File: src/rtl/rst_seq_pkg.sv
// Shared definitions for the sequenced reset release block: state encoding,
// counter sizing and parameter legality.
package rst_seq_pkg;

  typedef enum logic [1:0] {
    S_RESET   = 2'd0,
    S_HOLD    = 2'd1,
    S_RELEASE = 2'd2,
    S_RUN     = 2'd3
  } state_t;

  function automatic int max2(input int a, input int b);
    return (a > b) ? a : b;
  endfunction

  // Counter only has to reach max(HOLD_CYCLES, STAGE_GAP)-1; keep at least one bit.
  function automatic int cnt_width(input int hold_cycles, input int stage_gap);
    int w;
    w = $clog2(max2(hold_cycles, stage_gap));
    return (w < 1) ? 1 : w;
  endfunction

  function automatic bit params_legal(input int sync_stages, input int hold_cycles,
                                      input int stage_gap, input int num_out);
    return (sync_stages >= 2) && (hold_cycles >= 1) && (stage_gap >= 1) && (num_out >= 1);
  endfunction

endpackage

File: src/rtl/rst_sync_chain.sv
// Reset synchronizer: asserts asynchronously with rst_n, deasserts only after
// SYNC_STAGES rising clk edges.
module rst_sync_chain #(
  parameter int SYNC_STAGES = 2
) (
  input  logic clk,
  input  logic rst_n,
  output logic sync_ok
);

  logic [SYNC_STAGES-1:0] chain_q;

  always_ff @(posedge clk or negedge rst_n) begin
    if (!rst_n) chain_q <= '0;
    else        chain_q <= {chain_q[SYNC_STAGES-2:0], 1'b1};
  end

  assign sync_ok = chain_q[SYNC_STAGES-1];

endmodule

File: src/rtl/rst_seq_release.sv
// Sequenced reset release: synchronizes rst_n deassertion, holds, then releases
// NUM_OUT active-low domain resets one at a time in ascending order.
module rst_seq_release
  import rst_seq_pkg::*;
#(
  parameter int SYNC_STAGES = 2,
  parameter int HOLD_CYCLES = 16,
  parameter int STAGE_GAP   = 4,
  parameter int NUM_OUT     = 4
) (
  input  logic               clk,
  input  logic               rst_n,
  input  logic               ext_hold,
  output logic [NUM_OUT-1:0] rst_out_n,
  output logic               ready
);

  localparam int CNT_W = cnt_width(HOLD_CYCLES, STAGE_GAP);
  localparam int IDX_W = $clog2(NUM_OUT) + 1;
  localparam logic [CNT_W-1:0] HOLD_LAST = CNT_W'(HOLD_CYCLES - 1);
  localparam logic [CNT_W-1:0] GAP_LAST  = CNT_W'(STAGE_GAP - 1);
  localparam logic [IDX_W-1:0] IDX_LAST  = IDX_W'(NUM_OUT - 1);

  if (!params_legal(SYNC_STAGES, HOLD_CYCLES, STAGE_GAP, NUM_OUT)) begin : g_bad_params
    $error("rst_seq_release: illegal parameter set");
  end

  state_t             state_q, state_d;
  logic [CNT_W-1:0]   cnt_q, cnt_d;
  logic [IDX_W-1:0]   idx_q, idx_d;
  logic [NUM_OUT-1:0] rst_out_q, rst_out_d;
  logic               ready_q, ready_d;
  logic               sync_ok;
  logic               hold_req;

  rst_sync_chain #(.SYNC_STAGES(SYNC_STAGES)) u_sync (
    .clk     (clk),
    .rst_n   (rst_n),
    .sync_ok (sync_ok)
  );

  // Soft hold is meaningless while the hard reset path is still asserted.
  assign hold_req = ext_hold && (state_q != S_RESET);

  // NOTE: sequential state uses non-blocking assignments so every flop samples
  // pre-edge values; the async clear also covers the output flops so rst_out_n
  // drops the instant rst_n falls.
  always_ff @(posedge clk or negedge rst_n) begin
    if (!rst_n) begin
      state_q   <= S_RESET;
      cnt_q     <= '0;
      idx_q     <= '0;
      rst_out_q <= '0;
      ready_q   <= 1'b0;
    end else begin
      state_q   <= state_d;
      cnt_q     <= cnt_d;
      idx_q     <= idx_d;
      rst_out_q <= rst_out_d;
      ready_q   <= ready_d;
    end
  end

  // NOTE: every always_comb output gets a default first so no path infers a latch.
  always_comb begin
    state_d = state_q;
    cnt_d   = cnt_q;
    idx_d   = idx_q;
    if (hold_req) begin
      state_d = S_HOLD;
      cnt_d   = '0;
      idx_d   = '0;
    end else begin
      case (state_q)
        S_RESET: begin
          if (sync_ok) begin
            state_d = S_HOLD;
            cnt_d   = '0;
          end
        end
        S_HOLD: begin
          if (cnt_q == HOLD_LAST) begin
            state_d = (NUM_OUT == 1) ? S_RUN : S_RELEASE;
            cnt_d   = '0;
            idx_d   = IDX_W'(1);
          end else begin
            cnt_d = cnt_q + CNT_W'(1);
          end
        end
        S_RELEASE: begin
          if (cnt_q == GAP_LAST) begin
            cnt_d = '0;
            idx_d = idx_q + IDX_W'(1);
            if (idx_q == IDX_LAST) state_d = S_RUN;
          end else begin
            cnt_d = cnt_q + CNT_W'(1);
          end
        end
        S_RUN: ;
      endcase
    end
  end

  // Next values for the output flops; outputs themselves are pure flop Q.
  always_comb begin
    rst_out_d = rst_out_q;
    ready_d   = ready_q;
    if (hold_req) begin
      rst_out_d = '0;
      ready_d   = 1'b0;
    end else begin
      case (state_q)
        S_RESET: begin
          rst_out_d = '0;
          ready_d   = 1'b0;
        end
        S_HOLD: begin
          if (cnt_q == HOLD_LAST) begin
            rst_out_d[0] = 1'b1;
            ready_d      = (NUM_OUT == 1);
          end
        end
        S_RELEASE: begin
          if (cnt_q == GAP_LAST) begin
            for (int i = 0; i < NUM_OUT; i++) begin
              if (idx_q == IDX_W'(i)) rst_out_d[i] = 1'b1;
            end
            if (idx_q == IDX_LAST) ready_d = 1'b1;
          end
        end
        S_RUN: begin
          rst_out_d = '1;
          ready_d   = 1'b1;
        end
      endcase
    end
  end

  assign rst_out_n = rst_out_q;
  assign ready     = ready_q;

endmodule
File: config.mk
export PLATFORM = sky130hd
export DESIGN_NAME = rst_seq_release
export DESIGN_NICKNAME = d
export VERILOG_FILES = /design/src/rtl/rst_seq_pkg.sv /design/src/rtl/rst_sync_chain.sv /design/src/rtl/rst_seq_release.sv
export SDC_FILE = /design/constraint.sdc
export NUM_CORES = 1
export LEC_CHECK = 0
export CORE_MARGIN = 10
export CORE_UTILIZATION = 35
export DETAILED_ROUTE_END_ITERATION = 12
export MAX_ROUTING_LAYER = met4
export PLACE_DENSITY = 0.54
export SLEW_MARGIN = 20
export SYNTH_ARGS = -nofsm -noshare
export SYNTH_HDL_FRONTEND = slang
export SYNTH_SLANG_ARGS = --single-unit
File: constraint.sdc
create_clock -name clk -period 4.75 [get_ports clk]
set_clock_uncertainty 0.1 [all_clocks]
set_input_delay 0.475 -clock clk [delete_from_list [all_inputs] [get_ports clk]]
set_output_delay 0.475 -clock clk [all_outputs]
set_load 0.01 [all_outputs]
==> impl_metrics.ini <==
[outcome]
status = completed

[worst_hold_path]
hp-start = u_sync.chain_q[0]
hold_path_end = u_sync.chain_q[1]
hold_path.class = flip-flop to flip-flop
timing.hold.worst_path_depth = 0

[global_routing]
grt_start_max_net_pins = 17
grt_pass1_vias = 734
grt_pass1_wl_um = 3491
overflow = 0
grt_antenna_before_repair = 0
grt.total_usage_pct = 8.429

[cells_and_area]
insertedDiodeCount = 0
area_delta_synth_final_pct = 11.78
final_cell_mix = dfrtp_1 (16), ha_1 (12), inv_1 (9), nand2_1 (9)
final_layout_size_suffix_gt1_share_pct = 11.50
final_common_cell = dfrtp_1
nets = 130

[timing]
timing.final.ws_setup_ps = 2589
post-route-min-period_ps = 2161
max_freq_mhz = 462.7
tightestPinTransition_ps = 714.7
relSlewSlack_pct = 52.20
setup_viol = 0
rsz0062_at_grt = no
hold_viol = 0
drv_slew = 0
fin_crit_sh_pct = 45.50
fin_setup_tns_ps = 0

[route]
first_pass_iters = 4
wl_met2_um = 946
final_antenna_net_count = 0
wl_met1_um = 985
via_per_inst = 5.264
top_layer = met4
drc_errors = 0
met3WireLength_um = 31
wirelength_um = 1978
routedWlPerCell_um = 13.74
drtIter0Drc = 32
vias = 758

[synth]
ys_top_cells_by_area = dfrtp_1 (39%), ha_1 (15%), a21oi_1 (3.9%)
synth_top_area_share_pct = 39.26
synthCells = 105
netlist_area_um2 = 1020
synth_top_cell_by_area = dfrtp_1
yosysSeqAreaShare_pct = 39.26
synth.avg_cell_area_um2 = 9.712
yosysWarnings = 0
yosysUniqueCellTypes = 37
ys_ff_latch = 16
synth_fp_nets = 120

[cts]
clk_latency_ps = 280
h-tree-depth = 1
path_clk_slew_ps = 80
cts_setup_buffers = 0
cts_tree = done
hold_buffers = 0
clockBufferDepth = 2
post_cts_resized = 0
cts-root-buf = clkbuf_4
cts_buffers = 3
cts.sinks = 16

[critical_path]
r2r-start = state_q[0]
max_stage_delay_ps = 590
path_delay_family = simple AND/OR/NAND/NOR gates
crit_slowest_cell = or4_4
worstSetupStartpointType = flip-flop
r2r_cells = 5
crit_path_end_kind = flip-flop
path_cells = inv_1 -> ha_1 -> o41ai_4 -> or4_4 -> o211ai_2
cp.required_ps = 4860
crit_type = flip-flop to flip-flop
r2r-end = cnt_q[3]
crit_arrival_ps = 2270
r2r_slack_ps = 2590
worst-path-buf-inv = 1
worstPathMaxFanout = 14

[floorplan]
dieWidth_um = 73.98
io_pins = 8
die_y_um = 73.98
die_area_um2 = 5472
coreArea_um2 = 2781
initial_core_util_pct = 36.66
num_rows = 19

[place]
place_hpwl_um = 1519
pre_cts_ws_ps = 2605
gp_congestion = 0.8220
port_buffers = 7

[power]
p_per_area_nw_per_um2 = 443.8
ir_worst_vdd_mv = 0.2578
p_leak_nw = 0.5122

[flow_run]
cap_violations = 0
==> cells by family after synthesis <==
kind of cell	count (synthesis)	share of synthesized area, %
simple gates	37	21.84
compound gates	28	19.39
buf+inv	11	4.417
flops	16	39.26
fa+ha+maj	12	14.72
other cells	1	0.3677
==> cells in the mapped netlist <==
library cell and instances:
a22o_1 1, a21oi_1 8, o21ai_1 3, nor3b_2 1, and3_1 1, or3b_4 1
conb_1 1, inv_1 9, nor3_1 1, nand3_1 2, and4b_1 1, a22oi_1 3
a211oi_1 1, buf_4 1, o21ai_0 4, or2b_2 1, or2_2 1, a31oi_1 1
nor4bb_1 1, o21a_1 1, nor4b_1 1, or4_4 1, a21o_1 1, o31ai_1 2
clkbuf_1 1, nand2_2 1, nand2b_1 4, ha_1 12, nand2_1 9, nor2_1 8
nand4bb_1 1, and2b_2 1, or3_2 1, dfrtp_1 16, o211ai_2 1, o41ai_4 1
o21bai_1 1
==> worst reg2reg max path, cell delays in order (launching register included) <==
cell and delay, ps:
dfrtp_1 420, inv_1 130, ha_1 470, o41ai_4 220
or4_4 590, o211ai_2 170
==> final cells by class <==
class                           instances  area [µm²]
Sequential cell                        16       400.4
Timing Repair Buffer                    7       70.07
Tap cell                               31       38.79
Fill cell                             282        1642
Multi-Input combinational cell         78       574.3
Clock buffer                            3       22.52
Inverter                                9       33.78
==> worst max-delay path by stage <==
stage / to / slack (ps) / start / cells past startpoint
5_1_grt: cnt_q[3] / 2470 / state_q[0] / 5
3_5_place_dp: cnt_q[3] / 2610 / state_q[0] / 5
6_report: cnt_q[3] / 2590 / state_q[0] / 5
2_1_floorplan: cnt_q[3] / 2950 / state_q[0] / 6
3_3_place_gp: state_q[1] / 2660 / ext_hold / 4
4_1_cts: cnt_q[3] / 2580 / state_q[0] / 5
==> layer usage <==
layer / up-vias / track usage [%]
li1: 382 / -
met1: 367 / 10.55
met2: 7 / 12.31
met3: 2 / 1.995
met4: 0 / 4.348
met5: - / -
==> registers in the layout, summed over array words and instances (netlist names) <==
name            cells
cnt_q               4
idx_q               3
ready               1
rst_out_n           4
state_q             2
u_sync.chain_q      2
==> per-stage QoR <==
step | hold WS, ps | cells | total power (W) | utilization [%] | area [µm²]
2_1_floorplan | 79.41 | 105 | 0.0003592 | - | 1020
3_3_place_gp | 241.1 | 141 | 0.0004411 | 40.17 | 1117
3_5_place_dp | 245.0 | 141 | 0.0004433 | 40.17 | 1117
4_1_cts | 264.8 | 144 | 0.0005147 | 40.98 | 1140
5_1_grt | 279.9 | 144 | 0.0005538 | 40.98 | 1140
6_report | 261.3 | 144 | 0.0005059 | 40.98 | 1140
==> power by group <==
| part | switching (W) | total, W | internal [W] |
|---|---|---|---|
| Combinational | 0.000135 | 0.000245 | 0.000109 |
| Clock | 0.0000387 | 0.0000681 | 0.0000294 |
| Sequential | 0.0000231 | 0.000193 | 0.000170 |
| Total | 0.000197 | 0.000506 | 0.000309 |
No activity file was read; power rests on OpenSTA's default activity.
